### src/rtl/stall_ctrl_pkg.sv
// Shared constants for the stall controller and the ALU-side mult/div unit.
// Both sides take their cycle counts from here, so the front-end timing
// model cannot drift away from the real HI/LO datapath.
package stall_ctrl_pkg;

    // MdType encoding driven by the E-stage decoder.
    typedef enum logic {
        MD_MULT = 1'b0,
        MD_DIV  = 1'b1
    } md_type_e;

    // Default latencies. The HI/LO unit must use the same values.
    localparam int MULT_CYCLES_DEF = 5;
    localparam int DIV_CYCLES_DEF  = 10;

    // Occupancy states of the HI/LO unit timing model.
    typedef enum logic {
        MD_IDLE = 1'b0,
        MD_BUSY = 1'b1
    } md_state_e;

    // Individual reasons for a front-end stall, kept apart for readability.
    typedef struct packed {
        logic load_use;   // load-use hazard from the hazard unit
        logic md_hazard;  // D-stage HI/LO user while the unit is occupied
    } stall_cause_t;

    // Busy latency of one operation of the given type.
    function automatic int md_latency(md_type_e md_type, int mult_n, int div_n);
        return (md_type == MD_DIV) ? div_n : mult_n;
    endfunction

endpackage

### src/rtl/md_busy_cnt.sv
// Busy tracker for the HI/LO unit. A start in IDLE loads the operation's
// latency and the counter runs down to zero; MdBusy is high while it is
// non-zero. A start that arrives while busy is dropped and latched as an error.
module md_busy_cnt
    import stall_ctrl_pkg::*;
#(
    parameter int MULT_CYCLES = MULT_CYCLES_DEF,
    parameter int DIV_CYCLES  = DIV_CYCLES_DEF
) (
    input  logic Clk,
    input  logic Reset,
    input  logic MdStart,
    input  logic MdType,
    output logic MdBusy,
    output logic MdErr
);

    localparam int CNT_W = $clog2(DIV_CYCLES + 1);

    md_state_e        state;
    logic [CNT_W-1:0] cnt;
    logic [CNT_W-1:0] load_val;

    // Latency selected by the type of the operation being issued.
    assign load_val = CNT_W'(md_latency(md_type_e'(MdType), MULT_CYCLES, DIV_CYCLES));

    // Occupancy FSM: load on an accepted start, count down to zero, flag overlaps.
    // NOTE: state is written only with non-blocking assignments so every
    // register in this block samples the pre-edge values of the others.
    always_ff @(posedge Clk) begin
        // NOTE: the reset is synchronous and clears every register here; there
        // is no storage array that could be left out of the reset.
        if (Reset) begin
            state  <= MD_IDLE;
            cnt    <= '0;
            MdBusy <= 1'b0;
            MdErr  <= 1'b0;
        end else begin
            case (state)
                MD_IDLE: begin
                    if (MdStart && (load_val != '0)) begin
                        state  <= MD_BUSY;
                        cnt    <= load_val;
                        MdBusy <= 1'b1;
                    end
                end
                MD_BUSY: begin
                    if (MdStart) begin
                        MdErr <= 1'b1;
                    end
                    cnt <= cnt - CNT_W'(1);
                    if (cnt == CNT_W'(1)) begin
                        state  <= MD_IDLE;
                        MdBusy <= 1'b0;
                    end
                end
                default: begin
                    state  <= MD_IDLE;
                    cnt    <= '0;
                    MdBusy <= 1'b0;
                end
            endcase
        end
    end

endmodule

### src/rtl/stall_ctrl.sv
// Front-end stall and flush controller. Merges the load-use request with the
// HI/LO occupancy model, drives the PC / F-D enables and the D-E bubble, and
// counts stalled cycles for performance reporting.
module stall_ctrl
    import stall_ctrl_pkg::*;
#(
    parameter int MULT_CYCLES = MULT_CYCLES_DEF,
    parameter int DIV_CYCLES  = DIV_CYCLES_DEF
) (
    input  logic        Clk,
    input  logic        Reset,
    input  logic        MdStart,
    input  logic        MdType,
    input  logic        D_UseMd,
    input  logic        LoadUseHaz,
    output logic        PC_En,
    output logic        D_En,
    output logic        E_Clr,
    output logic        MdBusy,
    output logic        MdErr,
    output logic [31:0] StallCnt
);

    stall_cause_t cause;
    logic         stall;

    md_busy_cnt #(
        .MULT_CYCLES (MULT_CYCLES),
        .DIV_CYCLES  (DIV_CYCLES)
    ) u_md_busy_cnt (
        .Clk     (Clk),
        .Reset   (Reset),
        .MdStart (MdStart),
        .MdType  (MdType),
        .MdBusy  (MdBusy),
        .MdErr   (MdErr)
    );

    // A HI/LO user stalls both while the unit is busy and in the issue cycle itself.
    always_comb begin
        cause.load_use  = LoadUseHaz;
        cause.md_hazard = D_UseMd & (MdBusy | MdStart);
        stall           = |cause;
    end

    // Pipeline controls; during Reset everything is enabled and flushed.
    // NOTE: each output gets its value before any branch, so no path through
    // the block leaves it unassigned and no latch is inferred.
    always_comb begin
        PC_En = 1'b1;
        D_En  = 1'b1;
        E_Clr = 1'b1;
        if (!Reset) begin
            PC_En = ~stall;
            D_En  = ~stall;
            E_Clr = stall;
        end
    end

    // Stall-cycle counter; simultaneous causes count once, and it wraps freely.
    always_ff @(posedge Clk) begin
        if (Reset) begin
            StallCnt <= '0;
        end else if (stall) begin
            StallCnt <= StallCnt + 32'd1;
        end
    end

endmodule

### config.mk
export PLATFORM = sky130hd
export DESIGN_NAME = stall_ctrl
export DESIGN_NICKNAME = d
export VERILOG_FILES = /design/src/rtl/stall_ctrl_pkg.sv /design/src/rtl/md_busy_cnt.sv /design/src/rtl/stall_ctrl.sv
export SDC_FILE = /design/constraint.sdc
export NUM_CORES = 1
export LEC_CHECK = 0
export CAP_MARGIN = 30
export CORE_MARGIN = 2
export CORE_UTILIZATION = 53
export DETAILED_ROUTE_END_ITERATION = 8
export PLACE_DENSITY = 0.83
export SETUP_SLACK_MARGIN = 0.15
export SLEW_MARGIN = 25
export SYNTH_ARGS = -nofsm -noshare
export SYNTH_HDL_FRONTEND = slang
export SYNTH_SLANG_ARGS = --single-unit
export TNS_END_PERCENT = 50
### constraint.sdc
create_clock -name Clk -period 3.1 [get_ports Clk]
set_input_delay 0.31 -clock Clk [delete_from_list [all_inputs] [get_ports Clk]]
set_output_delay 0.31 -clock Clk [all_outputs]
set_load 0.02 [all_outputs]
* Word-level counts from Yosys, hierarchy flattened
Index checks and enable logic that the tools add are counted.
Widths: inputs -> output; s select.
** Storage, ports and cells
- Output and inout bits :: 37
- RAM bits :: 0
- Register bits after elaboration :: 39
- Memory bits (read-only) :: 0
- Word-level logic and storage cells :: 30
- Latch bits :: 0
- Input bits :: 6
- Memories :: 0
** Operators by class
- Bitwise gates (word level) :: 4
- $lt $le $gt $ge :: 0
- Divide/modulo/power cells :: 0
- Reductions and logical operators :: 5
- Multipliers :: 0
- Mux-type cells :: 11
- Shift-type cells :: 0
- Eq/ne operators :: 3
- $add $sub $neg :: 2
** Operators with widths (count)
- $add 32x1->32 const B :: 1
- $mux 4 :: 2
- $pmux 4 s2 :: 1
- $mux 1 :: 6
- $eq 4x1->1 const B :: 1
- $pmux 1 s2 :: 2
- $reduce_and 2->1 :: 2
- $reduce_bool 4->1 :: 1
- $sub 4x1->4 const B :: 1
- $ne 2x1->1 const B :: 1
- $ne 2x2->1 const B :: 1
- $not 1->1 :: 2
- $reduce_or 2->1 :: 1
- $and 1x1->1 :: 1
- $logic_and 1x1->1 :: 1
- $or 1x1->1 :: 1

* Longest topological paths before layout
- Depth after elaboration :: 5
- Gate-level depth with buffers :: 7
- Mapped depth without buffers :: 5

* By module
From an unflattened synthesis, not the netlist that was laid out.
** Unflattened totals
- Cell total of the unflattened synthesis :: 213
- Area total of the unflattened synthesis :: 1876.8 µm²
** By module, submodules not included
- stall_ctrl :: seq. area each 640.6 µm², times used 1, area an instance 1531.5 µm², cells an instance 174
- md_busy_cnt :: seq. area each 140.1 µm², times used 1, area an instance 345.3 µm², cells an instance 39

* Worst setup path before layout
No wires, ideal clock.
- Path kind :: register -> register
- Start :: reg StallCnt[0]
- End :: reg StallCnt[30]
- Buffers on the path :: 0
- Arrival :: 1.815 ns
- Cell stages (with the launch flop) :: 6
- Setup slack :: 1.215 ns
- Required time :: 3.030 ns
- Library setup time :: 0.070 ns
- Period minus slack after synthesis :: 1.885 ns
- Path through :: dfxtp_1 -> ha_1 -> nand4_4 -> or3_4 -> or3_1 -> a21oi_1
** Between the ends
- Longest elaborated chain between the ends :: 1
** RTL lines
- from (decl) :: line stall_ctrl.sv:21 : output logic [31:0] StallCnt
- from (signal assigned) :: line stall_ctrl.sv:65 : StallCnt <= StallCnt + 32'd1;
- $add 32x1->32 :: line stall_ctrl.sv:65
No other way between the ends.
A chain may end at the register's enable or synchronous reset.

* Final worst setup path
- Start :: in MdStart
- End :: out D_En
** Between the ends
- Longest elaborated chain between the ends :: 5
** RTL lines
- from (decl) :: line stall_ctrl.sv:12 : input logic MdStart,
- $or 1x1->1 :: line stall_ctrl.sv:42 : cause.md_hazard = D_UseMd & (MdBusy | MdStart);
- $and 1x1->1 :: line stall_ctrl.sv:42
- $reduce_or 2->1 :: line stall_ctrl.sv:43 : stall = |cause;
- $not 1->1 :: line stall_ctrl.sv:55 : D_En = ~stall;
- $mux 1 :: line stall_ctrl.sv:53 : if (!Reset) begin
- to (decl) :: line stall_ctrl.sv:17 : output logic D_En,
No other way between the ends.

==> out/results.ini <==
[clock_tree]
tritoncts=built
clk_latency_ns=0.35
clk_pin_slew_ns=0.12
clock-sinks=39
h-tree-depth=2
cts_buffer_depth=2
hold_buffers=0
numCtsBuffers=5
cts_root_buffer=clkbuf_4
post-cts-setup-buffers=0
ctsResizeCount=0

[logic_synthesis]
yosys.cell_types.count=41
ys_ff_latch=39
syn_nets=231
synthCells=222
yosysTopAreaCellShare=0.408
ys_seq_area_frac=0.408
yosys.area.top_type=dfxtp_1
synth_area_leaders=dfxtp_1 41%, nor2_1 7.8%, xor2_1 7.8%
avgSynthCellArea_um2=8.62
yosysWarnings=0
syn_area_um2=1910

[routing]
vias=1678
drt_iter0_drc=83
postRouteAntennaNets=0
drtPass1Iterations=4
vias_per_cell=5.40
post_drt_wl_per_cell_um=13.0
drc=0
finalWirelength_um=4030

[layout]
final_cell_mix=42 x clkdlybuf4s50_1, 40 x nor2_1, 39 x dfxtp_1
drive_gt1_frac=0.0755
final_util=0.722
n_antenna_cell=0
register_area_um2=781
syn_to_final_growth_pct=28.8
final_common_cell=clkdlybuf4s50_1
fill_cells=273
final_nets=273
multi_input_area_um2=1070

[sta]
setup_ws_ns=0.565
slew_headroom=0.617
finalSetupViolations=0
clock_skew_ns=0.00931
clock.fmax_mhz=395
final.setup.tns_ns=0
min_period_over_period=0.818
worst_pin_slew_ns=0.569
timing.final.crit_period_ns=2.53
hold_violations=0
rsz0062_at_grt=false
drv_slew=0

[pwr]
switching_share=0.230
combinationalPowerShare=0.088
p_sw_uw=241
pwr-share-clk=0.406
total_power_uw=1050
p_per_area_nw_per_um2=425
seqPwrFrac=0.506
p_int_uw=806
ir_drop_mv=0.276
p_leak_uw=0.000840

[global_routing]
grt_pass1_vias=1489
grt_antenna_before_repair=0
grt_pass1_wl_um=6870
grt_usage=0.212
grt_max_degree=29
overflow=0

[floorplan]
initial_utilization=0.560
num_io_pins=43
die_w_um=64.1
dieArea_um2=4110
die_y_um=64.1
core_um2=3420
row_count=21

[worst_setup_path]
critical_path.max_fanout=10
crit_family=buffers and inverters
cp_num_buf_inv=2
path_class=input port to primary output
worstPathRequired_ns=2.79
end_kind=primary output
cpMostUsedCell=clkdlybuf4s50_1
worstPathArrival_ns=2.22
max_stage_delay_ns=0.60
cp_cell_sequence=clkdlybuf4s50_1, o21a_1, or2_2, nand2b_1, clkdlybuf4s50_1
start_kind=input port
cp_slowest_cell=clkdlybuf4s50_1

[place]
dp_slack_ns=0.553
portBuffers=42
dpl.hpwl_um=2910
gp_congestion=0.810

[worst_hold_path]
hold_class=register to register

[status]
outcome=completed

[run]
cap_violations=0

## layer usage
layer  up-vias  share of wire  GRT usage
met5         -              0          0
met4         0          0.015     0.0638
met3         8          0.053     0.0616
met2        34           0.45      0.335
met1       777           0.48      0.282
li1        859              -          -
## logic make-up (layout without fill, tap and decap cells)
logic type / after synthesis / count (layout) / share of synthesized area
flops: 39 / 39 / 0.408
xor+xnor: 27 / 27 / 0.124
simple gates: 113 / 113 / 0.328
compound gates: 24 / 24 / 0.0817
mux: 1 / 1 / 0.00523
fa+ha+maj: 3 / 3 / 0.0196
buf+inv: 15 / 58 / 0.0340
## stage by stage
| step | instances | cell area, um^2 | hold WS, ns |
|---|---|---|---|
| after detailed placement | 303 | 2360 | 0.470 |
| after floorplan | 222 | 1910 | 0.454 |
| after global placement | 303 | 2360 | 0.458 |
| after global routing | 311 | 2470 | 0.521 |
| after CTS | 311 | 2470 | 0.487 |
| final | 311 | 2470 | 0.489 |
## power by group through the flow
stage / logic, uW / registers (uW) / clock network, uW
2_1_floorplan: 55.2 / 544 / 0
3_5_place_dp: 92.0 / 541 / 0
3_3_place_gp: 90.3 / 541 / 0
4_1_cts: 92.4 / 530 / 432
6_report: 91.7 / 530 / 426
5_1_grt: 100 / 533 / 451
## synthesized netlist by cell type (all sizes together)
cell,count
ha,3
xnor2,10
mux2i,1
nor4b,1
nor3,10
dfxtp,39
a211oi,3
nand2b,1
o2111a,1
xor2,17
o21ai,7
and2,1
o211a,1
and4,1
or4,1
a32oi,2
o21a,1
or3,6
a21oi,8
inv,7
or2,2
nor2,40
buf,3
nand2,13
nor4,5
nor2b,3
and3,2
clkbuf,5
o2111ai,1
nand3,10
or4b,1
nand4,16
## worst paths after layout
path | start | end | slack [ns] | depth (start not counted)
setup / recovery | MdStart | D_En | 0.57 | 5
hold / removal | u_md_busy_cnt.cnt[3] | u_md_busy_cnt.cnt[3] | 0.49 | 2
hold reg to reg | u_md_busy_cnt.cnt[3] | u_md_busy_cnt.cnt[3] | 0.49 | 2
setup reg to reg | StallCnt[0] | StallCnt[30] | 1.18 | 5
## state kept, by name, summed over array words and instances (netlist names)
name / count
StallCnt: 32
u_md_busy_cnt.MdBusy: 1
u_md_busy_cnt.MdErr: 1
u_md_busy_cnt.cnt: 4
u_md_busy_cnt.state: 1
## worst reg2reg max path: cells and delay by family (launching register included)
kind	cells	cell delay, ns
AOI/OAI and AO/OA	1	0.14
DFF	1	0.47
adders and majority gates	1	0.29
and+or+nand+nor	3	0.96
## layout make-up
type                       instances  area share
tap                               46      0.0233
multi-input combinational        168       0.433
timing repair buffer              43       0.174
sequential                        39       0.317
clock buffer                       5      0.0152
clock inverter                     3      0.0274
inverter                           7      0.0107
No activity file was read; power rests on OpenSTA's default activity.
